===== src/rtl/rat_ckpt_multi.sv =====
// Register alias table for the out-of-order core.
// Each architectural register maps either to the register file or to a ROB tag.
// The table takes one rename and N_CMT tag-checked commit releases per cycle,
// and a flush discards every speculative mapping.
module rat_ckpt_multi #(
    parameter int unsigned NUM_AREGS = 32,
    parameter int unsigned AREG_W    = 5,
    parameter int unsigned TAG_W     = 5,
    parameter int unsigned N_CMT     = 2,
    parameter bit          ZERO_HW   = 1'b1
) (
    input  logic                    clk,
    input  logic                    rst,
    input  logic                    flush,
    input  logic                    rn_valid,
    input  logic [AREG_W-1:0]       rn_dest,
    input  logic [TAG_W-1:0]        rn_tag,
    input  logic [AREG_W-1:0]       rs_in,
    input  logic [AREG_W-1:0]       rt_in,
    input  logic [N_CMT-1:0]        cm_valid,
    input  logic [N_CMT*AREG_W-1:0] cm_areg,
    input  logic [N_CMT*TAG_W-1:0]  cm_tag,
    output logic [TAG_W-1:0]        rs_tag,
    output logic [TAG_W-1:0]        rt_tag,
    output logic                    rs_alloc,
    output logic                    rt_alloc,
    output logic [AREG_W:0]         alloc_count
);

    localparam logic [AREG_W:0] CNT_ONE = {{AREG_W{1'b0}}, 1'b1};

    logic [TAG_W-1:0]     tag_q [NUM_AREGS];
    logic [TAG_W-1:0]     tag_d [NUM_AREGS];
    logic [NUM_AREGS-1:0] alloc_q, alloc_d;
    logic [NUM_AREGS-1:0] alloc_cm;
    logic [AREG_W:0]      cnt_q, cnt_d;
    logic [AREG_W:0]      rel_cnt;
    logic                 rn_ok;
    logic [TAG_W-1:0]     rs_tag_q, rs_tag_d, rt_tag_q, rt_tag_d;
    logic                 rs_alloc_q, rs_alloc_d, rt_alloc_q, rt_alloc_d;

    function automatic logic in_range(input logic [AREG_W-1:0] a);
        return 32'(a) < NUM_AREGS;
    endfunction

    // Index that can ever hold a mapping: in range and not the hardwired zero register.
    function automatic logic mappable(input logic [AREG_W-1:0] a);
        return in_range(a) && !(ZERO_HW && (a == '0));
    endfunction

    // Commit releases in port order; a port only releases while the bit is still set,
    // so duplicate commits of one mapping count a single release.
    always_comb begin
        alloc_cm = alloc_q;
        rel_cnt  = '0;
        for (int unsigned i = 0; i < N_CMT; i++) begin
            if (cm_valid[i] && in_range(cm_areg[i*AREG_W +: AREG_W])
                && alloc_cm[cm_areg[i*AREG_W +: AREG_W]]
                && (tag_q[cm_areg[i*AREG_W +: AREG_W]] == cm_tag[i*TAG_W +: TAG_W])) begin
                alloc_cm[cm_areg[i*AREG_W +: AREG_W]] = 1'b0;
                rel_cnt = rel_cnt + CNT_ONE;
            end
        end
    end

    // Source lookups see the post-release table, never this cycle's rename.
    always_comb begin
        rs_alloc_d = !flush && mappable(rs_in) && alloc_cm[rs_in];
        rt_alloc_d = !flush && mappable(rt_in) && alloc_cm[rt_in];
        rs_tag_d   = rs_alloc_d ? tag_q[rs_in] : '0;
        rt_tag_d   = rt_alloc_d ? tag_q[rt_in] : '0;
    end

    // Rename on top of releases, flush on top of both; count moves incrementally.
    always_comb begin
        rn_ok   = rn_valid && mappable(rn_dest);
        alloc_d = alloc_cm;
        tag_d   = tag_q;
        cnt_d   = cnt_q - rel_cnt;
        if (rn_ok) begin
            alloc_d[rn_dest] = 1'b1;
            tag_d[rn_dest]   = rn_tag;
            if (!alloc_cm[rn_dest]) begin
                cnt_d = cnt_d + CNT_ONE;
            end
        end
        if (flush) begin
            alloc_d = '0;
            tag_d   = tag_q;
            cnt_d   = '0;
        end
    end

    // State and registered lookup results, synchronous active-low reset.
    always_ff @(posedge clk) begin
        if (!rst) begin
            tag_q      <= '{default: '0};
            alloc_q    <= '0;
            cnt_q      <= '0;
            rs_tag_q   <= '0;
            rt_tag_q   <= '0;
            rs_alloc_q <= 1'b0;
            rt_alloc_q <= 1'b0;
        end else begin
            tag_q      <= tag_d;
            alloc_q    <= alloc_d;
            cnt_q      <= cnt_d;
            rs_tag_q   <= rs_tag_d;
            rt_tag_q   <= rt_tag_d;
            rs_alloc_q <= rs_alloc_d;
            rt_alloc_q <= rt_alloc_d;
        end
    end

    assign rs_tag      = rs_tag_q;
    assign rt_tag      = rt_tag_q;
    assign rs_alloc    = rs_alloc_q;
    assign rt_alloc    = rt_alloc_q;
    assign alloc_count = cnt_q;

endmodule


===== config.mk =====
export PLATFORM = sky130hd
export DESIGN_NAME = rat_ckpt_multi
export DESIGN_NICKNAME = d
export VERILOG_FILES = /design/src/rtl/rat_ckpt_multi.sv
export SDC_FILE = /design/constraint.sdc
export NUM_CORES = 1
export LEC_CHECK = 0
export ABC_AREA = 0
export CORE_ASPECT_RATIO = 1.2
export CORE_MARGIN = 2
export CORE_UTILIZATION = 40
export CTS_CLUSTER_SIZE = 10
export DETAILED_ROUTE_END_ITERATION = 8
export DONT_BUFFER_PORTS = 1
export SLEW_MARGIN = 25
export SYNTH_ARGS = -nofsm -noshare
export SYNTH_HDL_FRONTEND = slang
export SYNTH_SLANG_ARGS = --single-unit

===== constraint.sdc =====
create_clock -name clk -period 6.1 [get_ports clk]
set_input_delay 0.915 -clock clk [delete_from_list [all_inputs] [get_ports clk]]
set_output_delay 0.915 -clock clk [all_outputs]
set_load 0.005 [all_outputs]

# Word level (Yosys, flattened, before mapping)
# Cells that the tools add are included.
[totals]
reg_bits = 210
input_bits = 46
[op_classes]
n_addsub = 3
eq_ne = 2
muxes = 38
magnitude_cmp = 14
reduce_logical = 24
bitwise = 12
[ops]
columns = ["cell", "count"]
rows = [
  ["bitwise mux 160 bit", 1],
  ["binary-select mux 5 bit (select 5 bit)", 4],
  ["2-to-1 mux 32 bit", 3],
  ["AND 32 bit", 2],
  ["inverter 32 bit", 2],
  ["2-to-1 mux 5 bit", 9],
  ["bitwise OR 32 bit", 1],
  [">= comparator 6 bit, second input constant", 5],
  ["less-than comparator 5 x 6 -> 1 bit, second input constant", 5],
  ["inverter 5 -> 6 bit", 5],
  ["binary-select mux 1 bit (select 5 bit)", 5],
  ["demux 5 bit (select 5 bit)", 1],
  ["2-to-1 mux 6 bit", 3],
  ["demux 1 bit (select 5 bit)", 3],
  [">= comparator 5 x 1 -> 1 bit, second input constant", 3],
  ["logical NOT 5 bit", 3],
  ["logical AND 1 bit", 13],
  ["adder 6 x 1 -> 6 bit, second input constant", 2],
  ["equality test 5 bit", 2],
  ["2-to-1 mux 1 bit", 9],
  ["less-than comparator 6 x 1 -> 1 bit, second input constant", 1],
  ["AND reduction 2 bit", 3],
  ["subtractor 6 bit", 1],
  ["logical NOT 1 bit", 4],
  ["2 further kinds", 3],
]

# Depth between registers and ports, before layout
# Gate-level depths: netlist (run 1).
[depth]
word_depth = 16
mapped_depth = 22
mapped_depth_nobuf = 19

# Worst setup path before layout (run 1)
# No wires, ideal clock.
[synth_timing]
path_kind = "input -> register"
start = "input port cm_areg[1]"
end = "register cnt_q[2], in the netlist alloc_count[2]"
arrival_ns = 5.001
n_path_buf = 3
path_stages = 21
path_slack_ns = 1.028
cell_sequence = "buf_2 > buf_2 > buf_2 > mux2i_1 > o22ai_1 > nor2_1 > nand4_1 > xor2_1 > nor2_1 > a311oi_1 > and2_1 > nand2_1 > a21oi_1 > ha_1 > ha_1 > inv_1 > fa_1 > ha_1 > inv_1 > or4_1 > a21oi_1"
[synth_via]
elab_chain_cells = 16
word_cells_on_any_way = 32
classes_between = "add/sub (3); order compare (2); eq/ne (1); mux (17); bitwise (4); reduce/logical (5)"
[synth_lines]
columns = ["element", "line_no", "rtl"]
rows = [
  ["start, declared", "21", "input logic [N_CMT*AREG_W-1:0] cm_areg,"],
  ["inverter 5 -> 6 bit (implied by the code) (tied with other cells)", "59", "&& (tag_q[cm_areg[i*AREG_W +: AREG_W]] == cm_tag[i*TAG_W +: TAG_W])) begin"],
  ["binary-select mux 5 bit (select 5 bit) or logical AND 1 bit (tied branches)", "59, 60", ""],
  ["2-to-1 mux 5 bit (implied by the code) or 2-to-1 mux 1 bit (tied branches)", "59, 60", ""],
  ["2-to-1 mux 5 bit (implied by the code) or demux 1 bit (select 5 bit) (tied branches)", "59, 60", ""],
  ["equality test 5 bit or inverter 32 bit (tied branches)", "--", ""],
  ["logical AND 1 bit or AND 32 bit (tied branches)", "--", ""],
  ["2-to-1 mux 32 bit", "57", "if (cm_valid[i] && in_range(cm_areg[i*AREG_W +: AREG_W])"],
  ["binary-select mux 1 bit (select 5 bit)", "58", "&& alloc_cm[cm_areg[i*AREG_W +: AREG_W]]"],
  ["2-to-1 mux 1 bit (implied by the code)", "58", ""],
  ["logical AND 1 bit", "58", ""],
  ["logical AND 1 bit", "59", ""],
  ["2-to-1 mux 6 bit or 2-to-1 mux 32 bit (tied branches)", "57", ""],
  ["subtractor 6 bit or binary-select mux 1 bit (select 5 bit) (tied branches)", "79, 83", ""],
  ["adder 6 x 1 -> 6 bit or 2-to-1 mux 1 bit (tied branches)", "84, 83", ""],
  ["2-to-1 mux 6 bit", "83", "if (!alloc_cm[rn_dest]) begin"],
  ["2-to-1 mux 6 bit *", "80", "if (rn_ok) begin"],
  ["end signal, assigned", "107", "cnt_q <= cnt_d;"],
  ["end, declared", "36", "logic [AREG_W:0] cnt_q, cnt_d;"],
]
# Every way passes the cells marked *; elsewhere a longest branch is shown, timed or not. The select of a mux whose other input is x is not followed.
# A chain may end at the register's enable or synchronous reset.

# Final worst setup path (run 1)
[layout_timing]
start = "input port cm_areg[3]"
end = "register cnt_q[5], in the netlist alloc_count[5]"
# The elaborated chain is that of the path after synthesis.

==> impl_metrics.ini, run 1 <==
[logic_synthesis]
ys.flop_type = dfxtp_1
synth-edff-count = 0
synth_top_area_share_pct = 25.8
synth_top_cells_by_area = dfxtp_1 26%, mux2i_1 16%, mux4_2 16%
ys_seq_elements = 210
synth_largest_area_cell = dfxtp_1
proportion_of_synthesized_flip_flops_having_asynchronous_set_or_reset_pct = 0
postSynthCellCount = 1693
synth_sequential_area_ratio_pct = 25.8
synthesis.area_per_instance_um2 = 9.62
synthesis.area_um2 = 16300
distinct_cells_synth = 103
yosys_warnings = 0
mappedNetlistNets = 1744

[global_route]
overflow = 0
gr-usage-all-layers_pct = 31.8
first_global_vias = 14100
use_met1_pct = 37.9
grt_use_met3_pct = 5.01
wire_length_of_the_first_global_routing_pass_um = 98800
grt_most_used_layer = met2
antenna_found_initial = 0
grt_max_degree = 163
global_route.usage.met2_pct = 52.4

[floorplan]
die_width_um = 188
rows = 81
design.portCount = 64
core_um2 = 40400
die-height_um = 225
die-area_um2 = 42400
starting_density_of_the_core_pct = 40.3

[placed_design]
dp.final_hpwl_um = 51200
io_buffer_count = 0
place_ws_ps = 599
gpl.final_weighted_congestion = 1.04
detailed_place.area_um2 = 16300

[cells_and_area]
post_route_cells_drive_above_1_share_pct = 14.3
insertedDiodeCount = 0
multi_input_comb_area_um2 = 11100
fillCellCount = 3933
area.growth.synth_to_final_pct = 4.73
finish.net_count = 1634
final_design_area_no_fill_um2 = 17100
area.sequential_um2 = 4200

[clock_network]
cts_hold_buffers = 0
cts-root-to-sink-buffers = 3
worst_setup_hold_path_clk_slew_ps = 60
clk_root_buffer_cell = clkbuf_16
cts_setup_buffers = 0
insertion_delay_ps = 580
numCtsBuffers = 26
htree_num_levels = 1
postCtsResizedCells = 0
clock_tree_from_tritoncts = done
cts_num_sinks = 210

[sta]
max_slew.worst_pin.slew_ps = 1070
setup_repair_after_global_routing_missed_its_margin = no
clk_skew_ps = 19.0
timing.max_slew.rel_slack_pct = 28.5
fin_setup_tns_ps = 0
fin_crit_ps = 5010
max_freq_mhz = 200
final_critical_path_setup_slack_ps = 1090
final-hold-violation-count = 0
fin_crit_sh_pct = 82.1
timing_max_transition_violations_final = 0
setup_viol = 0

[drt]
drcViolationCount = 0
ant_nets = 0
wirelength_um = 68300
drt_first_iter_violations = 1672
post_drt_via_cell_ratio = 6.86
num_vias = 14600
drt_first_pass_iters = 7
detail_route.wl_per_cell_um = 32.1

[power_and_ir_drop]
p_total_uw = 3100
total_leakage_power_uw = 0.00538
power.ir.vdd_worst_mv = 0.180
pwr_density_cell_nw_per_um2 = 182

[critical_path]
critPathRequiredTime_ps = 6590
start_kind = input port
cp_max_fo = 24
timing_worst_setup_path_type = in2reg
endpoint_kind = flip-flop
cp.arrival_ps = 5500

[status]
run_status = completed

[flow_run]
count_of_max_cap_constraint_violations = 0

[min_path]
worstHoldPathType = in2reg
[cell usage after synthesis, types with 14 or more instances]
cell type    n
mux2i_1    264
dfxtp_1    210
nand2_1    138
mux4_2     115
nor2b_1    103
clkbuf_1    86
nand3_1     84
o22ai_1     71
nor2_1      65
a21boi_0    60
a21oi_1     48
inv_1       26
buf_2       25
o31ai_1     25
nor3_1      24
buf_1       21
nor4_1      18
a31oi_1     14
o2111ai_1   14
[worst max-delay path: stages]
cell       delay (ps)
nand4bb_1         530
o22ai_1           390
nor2_1            100
nand4_1           160
xor2_1            350
nor2_1            140
a311oi_1          360
and2_1            310
nand2_1            80
a21oi_1           290
ha_1              200
ha_1              140
inv_1              60
fa_1              390
xnor2_1           260
and3_1            250
nand3_1           120
o31ai_1           220
nor3b_1           200
[metrics by stage]
stage	hold slack, ps	util, %	instances
5_1_grt	449	42.2	2130
2_1_floorplan	471	-	1693
4_1_cts	430	42.2	2130
3_5_place_dp	503	40.3	2094
3_3_place_gp	494	40.3	2094
6_report	452	42.2	2130
[cells in the final DEF (no fill, tap or decap), types with 5 or more instances in the layout]
cell type,Yosys,routed
a31oi_1,14,14
or2_2,9,9
nand2_1,138,138
o21ai_0,11,11
o31a_1,11,11
a311oi_1,6,6
or3_1,9,9
inv_1,26,26
nor4_1,18,18
nand3_1,84,84
mux2_2,6,6
buf_4,4,25
clkbuf_16,0,26
xor2_1,5,5
and2_1,13,13
o22a_1,5,5
nor3_1,24,21
nand4b_1,8,8
o221ai_1,5,5
o31ai_1,25,25
o22ai_1,71,71
mux4_2,115,115
a21oi_1,48,48
xnor2_1,8,8
nand2b_1,7,7
o2111ai_1,14,14
nor2b_1,103,101
a21boi_0,60,60
mux2i_1,264,264
and3_1,6,6
nand4bb_1,6,6
o211ai_1,6,6
mux4_1,5,5
o311ai_0,5,5
dfxtp_1,210,210
nand4_1,7,7
or4b_1,6,6
nor2_1,65,65
o21ai_1,5,5
[power by group]
| group | leakage, uW | switching, uW | internal, uW |
|---|---|---|---|
| logic | 0.00331 | 138 | 122 |
| registers | 0.00169 | 8.46 | 1380 |
| clock network | 0.000376 | 625 | 833 |
[final cells by class]
cell class / count / share of cell area (%)
Tap cell: 539 / 3.95
Multi-Input combinational cell: 1293 / 65.2
Clock inverter: 5 / 0.440
Inverter: 27 / 0.594
Timing Repair Buffer: 25 / 1.10
Sequential cell: 210 / 24.6
Clock buffer: 31 / 4.04
[logic make-up after synthesis]
group | synth area share [%]
and+or+nand+nor | 18.0
muxes | 33.5
AOI/OAI and AO/OA | 15.5
DFF | 25.8
buffers and inverters | 6.07
xor gates and xnor gates | 0.699
adders and majority gates | 0.430
[state kept, by name, summed over array words and instances (netlist names)]
name         flops
rt_alloc         1
tag_q          160
rs_tag           5
alloc_count      6
rs_alloc         1
alloc_q         32
rt_tag           5
[metal layers]
metal | vias up | part of all wire (%) | wire length (um)
li1 | 6279 | - | -
met3 | 263 | 7.2 | 4890
met2 | 786 | 47 | 32200
met4 | 0 | 8.0 | 5440
met5 | - | 0 | 0
met1 | 7275 | 38 | 25700
[path summary, 6_finish.rpt]
check | start | to | slack [ps] | cells past startpoint
min | rs_in[4] | rs_alloc$_SDFF_PN0_ | 450 | 1
min reg2reg | tag_q[52]$_SDFFE_PN0P_ | tag_q[52]$_SDFFE_PN0P_ | 510 | 2
max reg2reg | tag_q[127]$_SDFFE_PN0P_ | alloc_count[5]$_SDFF_PP0_ | 1150 | 19
max | cm_areg[3] | alloc_count[5]$_SDFF_PP0_ | 1090 | 19
Note: power is estimated with default switching activity, not from simulation.
==> run 2, diff against run 1 <==
Settings changed: ABC_AREA 0 to 1.
Clock period 6.1 ns to 4.05 ns, I/O delays scaled along.
==> impl_metrics.ini, run 2 <==
[status]
run_status = complete, but fails checks
violations_in_the_final_reports = setup timing

[critical_path]
worst_path_largest_cell_delay_ps = 360
start_kind = input port
critPathRequiredTime_ps = 4560
rr_worst_depth = 33
cp_capture_point = alloc_count[4]$_SDFF_PP0_
crit_path_top_delay_cell = fa_2
cp_max_fo = 137
cpLargestDelayFamily = simple AND/OR/NAND/NOR gates
timing_worst_setup_path_type = in2reg
critical_path_buf_inv_count = 7
endpoint_kind = flip-flop
critPathLaunch = cm_areg[0]
critical_path.most_common_cell = nand2_1
cp.arrival_ps = 4910
critical_path_cell_count = 35
timing.rr.end = alloc_count[4]$_SDFF_PP0_
reg2reg_setup_slack_ps = -240
timing.rr.start = tag_q[128]$_SDFFE_PN0P_

[min_path]
timing.hold.worst_path_depth = 2
worstHoldPathType = in2reg

[sta]
setup_repair_after_global_routing_missed_its_margin = yes
max_slew.worst_pin.slew_ps = 922
timing_max_transition_violations_final = 0
final_critical_path_setup_slack_ps = -346
fin_crit_sh_pct = 109
setup_viol = 18
final-hold-violation-count = 0
fin_crit_ps = 4400
timing.max_slew.rel_slack_pct = 38.3
max_freq_mhz = 227
clk_skew_ps = 17.1

[logic_synthesis]
proportion_of_synthesized_flip_flops_having_asynchronous_set_or_reset_pct = 0
synth_top_cells_by_area = dfxtp_1 27%, nand2_1 17%, o21ai_0 12%
mappedNetlistNets = 2757
synth_largest_area_cell = dfxtp_1
distinct_cells_synth = 42
yosys.cell_count.top_type = nand2_1
postSynthCellCount = 2706
ys.flop_type = dfxtp_1
compound_cell_area_share_of_the_yosys_netlist_pct = 29.7
synth_sequential_area_ratio_pct = 26.8
synth_simple_gate_area_share_pct = 30.5
synthesis.area_per_instance_um2 = 5.81
dominant_combinational_cell_family_by_area_after_synthesis = simple AND/OR/NAND/NOR gates
ys_seq_elements = 210
proportion_of_synthesized_area_in_mux_cells_pct = 0
synthesis.area_um2 = 15700
synth_top_area_share_pct = 26.8
synth-adder-area-share_pct = 0.446
yosys_warnings = 0
synth_common_cells = 692 x nand2_1, 369 x o21ai_0, 316 x a21oi_1
synth-edff-count = 0
post_synth_xor_area_fraction_pct = 0.390

[drt]
post_drt_via_cell_ratio = 5.96
wirelength_um = 84400
ant_nets = 0
detail_route.wl_per_cell_um = 24.1
drcViolationCount = 0
drt_first_pass_iters = 6
drt_first_iter_violations = 2803
num_vias = 20800

[cells_and_area]
layout.cells.most_common = nand2_1
area.growth.synth_to_final_pct = 26.8
largest_register_ff_count = 160
finish.net_count = 3007
final_design_area_no_fill_um2 = 19900
post_route_cells_drive_above_1_share_pct = 18.0
layout.cells.non_filler = 3499
layout_common_cells = 680 x nand2_1, 380 x buf_4, 349 x o21ai_0, 316 x a21oi_1, 274 x inv_1
fillCellCount = 4127
top_register = tag_q

[floorplan]
design.portCount = 64
rows = 79
starting_density_of_the_core_pct = 40.5
die-height_um = 221
die-area_um2 = 40900
die_width_um = 185
core_um2 = 38700

[clock_network]
worst_setup_hold_path_clk_slew_ps = 60
clk_root_buffer_cell = clkbuf_16
cts_num_sinks = 210
numCtsBuffers = 27
insertion_delay_ps = 580
cts-root-to-sink-buffers = 3
clock_tree_from_tritoncts = done
htree_num_levels = 1

[global_route]
grt_max_degree = 162
overflow = 0
gr-usage-all-layers_pct = 40.5
wire_length_of_the_first_global_routing_pass_um = 124000
antenna_found_initial = 0
first_global_vias = 20000

[placed_design]
io_buffer_count = 0
dp.final_hpwl_um = 60000
gpl.final_weighted_congestion = 1.06
dp_cells = 3449
detailed_place.area_um2 = 18800

[power_and_ir_drop]
total_leakage_power_uw = 0.00855
power.ir.vdd_worst_mv = 0.278
pwr_density_cell_nw_per_um2 = 267

[flow_run]
count_of_max_cap_constraint_violations = 0
## run 2: power by group
| group | switching (uW) | internal (uW) |
|---|---|---|
| combinational | 562 | 290 |
| sequential | 12.1 | 2090 |
| clock | 1020 | 1350 |
| total | 1590 | 3730 |
## run 2: layout make-up
| cell class | instances | area [um2] | area share (%) |
|---|---|---|---|
| Clock inverter | 5 | 53.8 | 0.270 |
| Tap cell | 526 | 658 | 3.30 |
| Multi-Input combinational cell | 2023 | 9870 | 49.5 |
| Sequential cell | 210 | 4210 | 21.1 |
| Inverter | 293 | 1110 | 5.56 |
| Timing Repair Buffer | 401 | 3260 | 16.3 |
| Antenna cell | 1 | 2.50 | 0.0126 |
| Clock buffer | 40 | 764 | 3.84 |
## run 2: repair_timing
action | in CTS | in global routing
pin swaps | 13 | 2
endpoints found under the setup margin | 18 | 18
cloned | 0 | 0
buffers inserted | 1 | 3
hold buffers | 0 | 0
gates resized for setup | 57 | 26
## run 2: worst min-delay path by stage
stage | endpoint | slack [ps] | startpoint
global route | tag_q[157]$_SDFFE_PN0P_ | 170 | rst
global placement | tag_q[144]$_SDFFE_PN0P_ | 500 | tag_q[144]$_SDFFE_PN0P_
detailed placement | tag_q[144]$_SDFFE_PN0P_ | 500 | tag_q[144]$_SDFFE_PN0P_
finish | tag_q[40]$_SDFFE_PN0P_ | 170 | rst
floorplan | tag_q[155]$_SDFFE_PN0P_ | 430 | tag_q[155]$_SDFFE_PN0P_
CTS | tag_q[158]$_SDFFE_PN0P_ | 160 | rst
## run 2: worst register-to-register path: cells and delay by family (launching register included)
family / cells / cell delay, ps
AO/OA/AOI/OAI: 4 / 430
AND/OR/NAND/NOR: 18 / 1670
flip-flops: 1 / 310
adder cells (fa/ha/maj): 3 / 760
buffers and inverters: 6 / 720
XOR/XNOR: 2 / 310
## run 2: kinds of logic after synthesis
logic type      count (synthesis)
flops                         210
xor+xnor                        7
simple gates                 1134
fa+ha+maj                       5
buf+inv                       473
compound gates                877
## run 2: per-layer routing
layer  share of wire, %  track usage (%)
met1                 36             48.5
met2                 44             62.4
met3                 11             7.92
met4                9.7             33.2
met5                  0                0
## run 2: stage by stage
| step | setup TNS [ps] | setup slack [ps] | hold slack (ps) | utilization, % | total power, uW |
|---|---|---|---|---|---|
| 2_1_floorplan | -321 | -200 | 427 | - | 2700 |
| 4_1_cts | -427 | -146 | 158 | 51.1 | 5290 |
| 3_3_place_gp | -11650 | -893 | 497 | 48.6 | 2940 |
| 5_1_grt | -6970 | -573 | 170 | 51.4 | 5440 |
| 6_report | -3280 | -346 | 173 | 51.4 | 5320 |
| 3_5_place_dp | -11580 | -922 | 503 | 48.6 | 2940 |
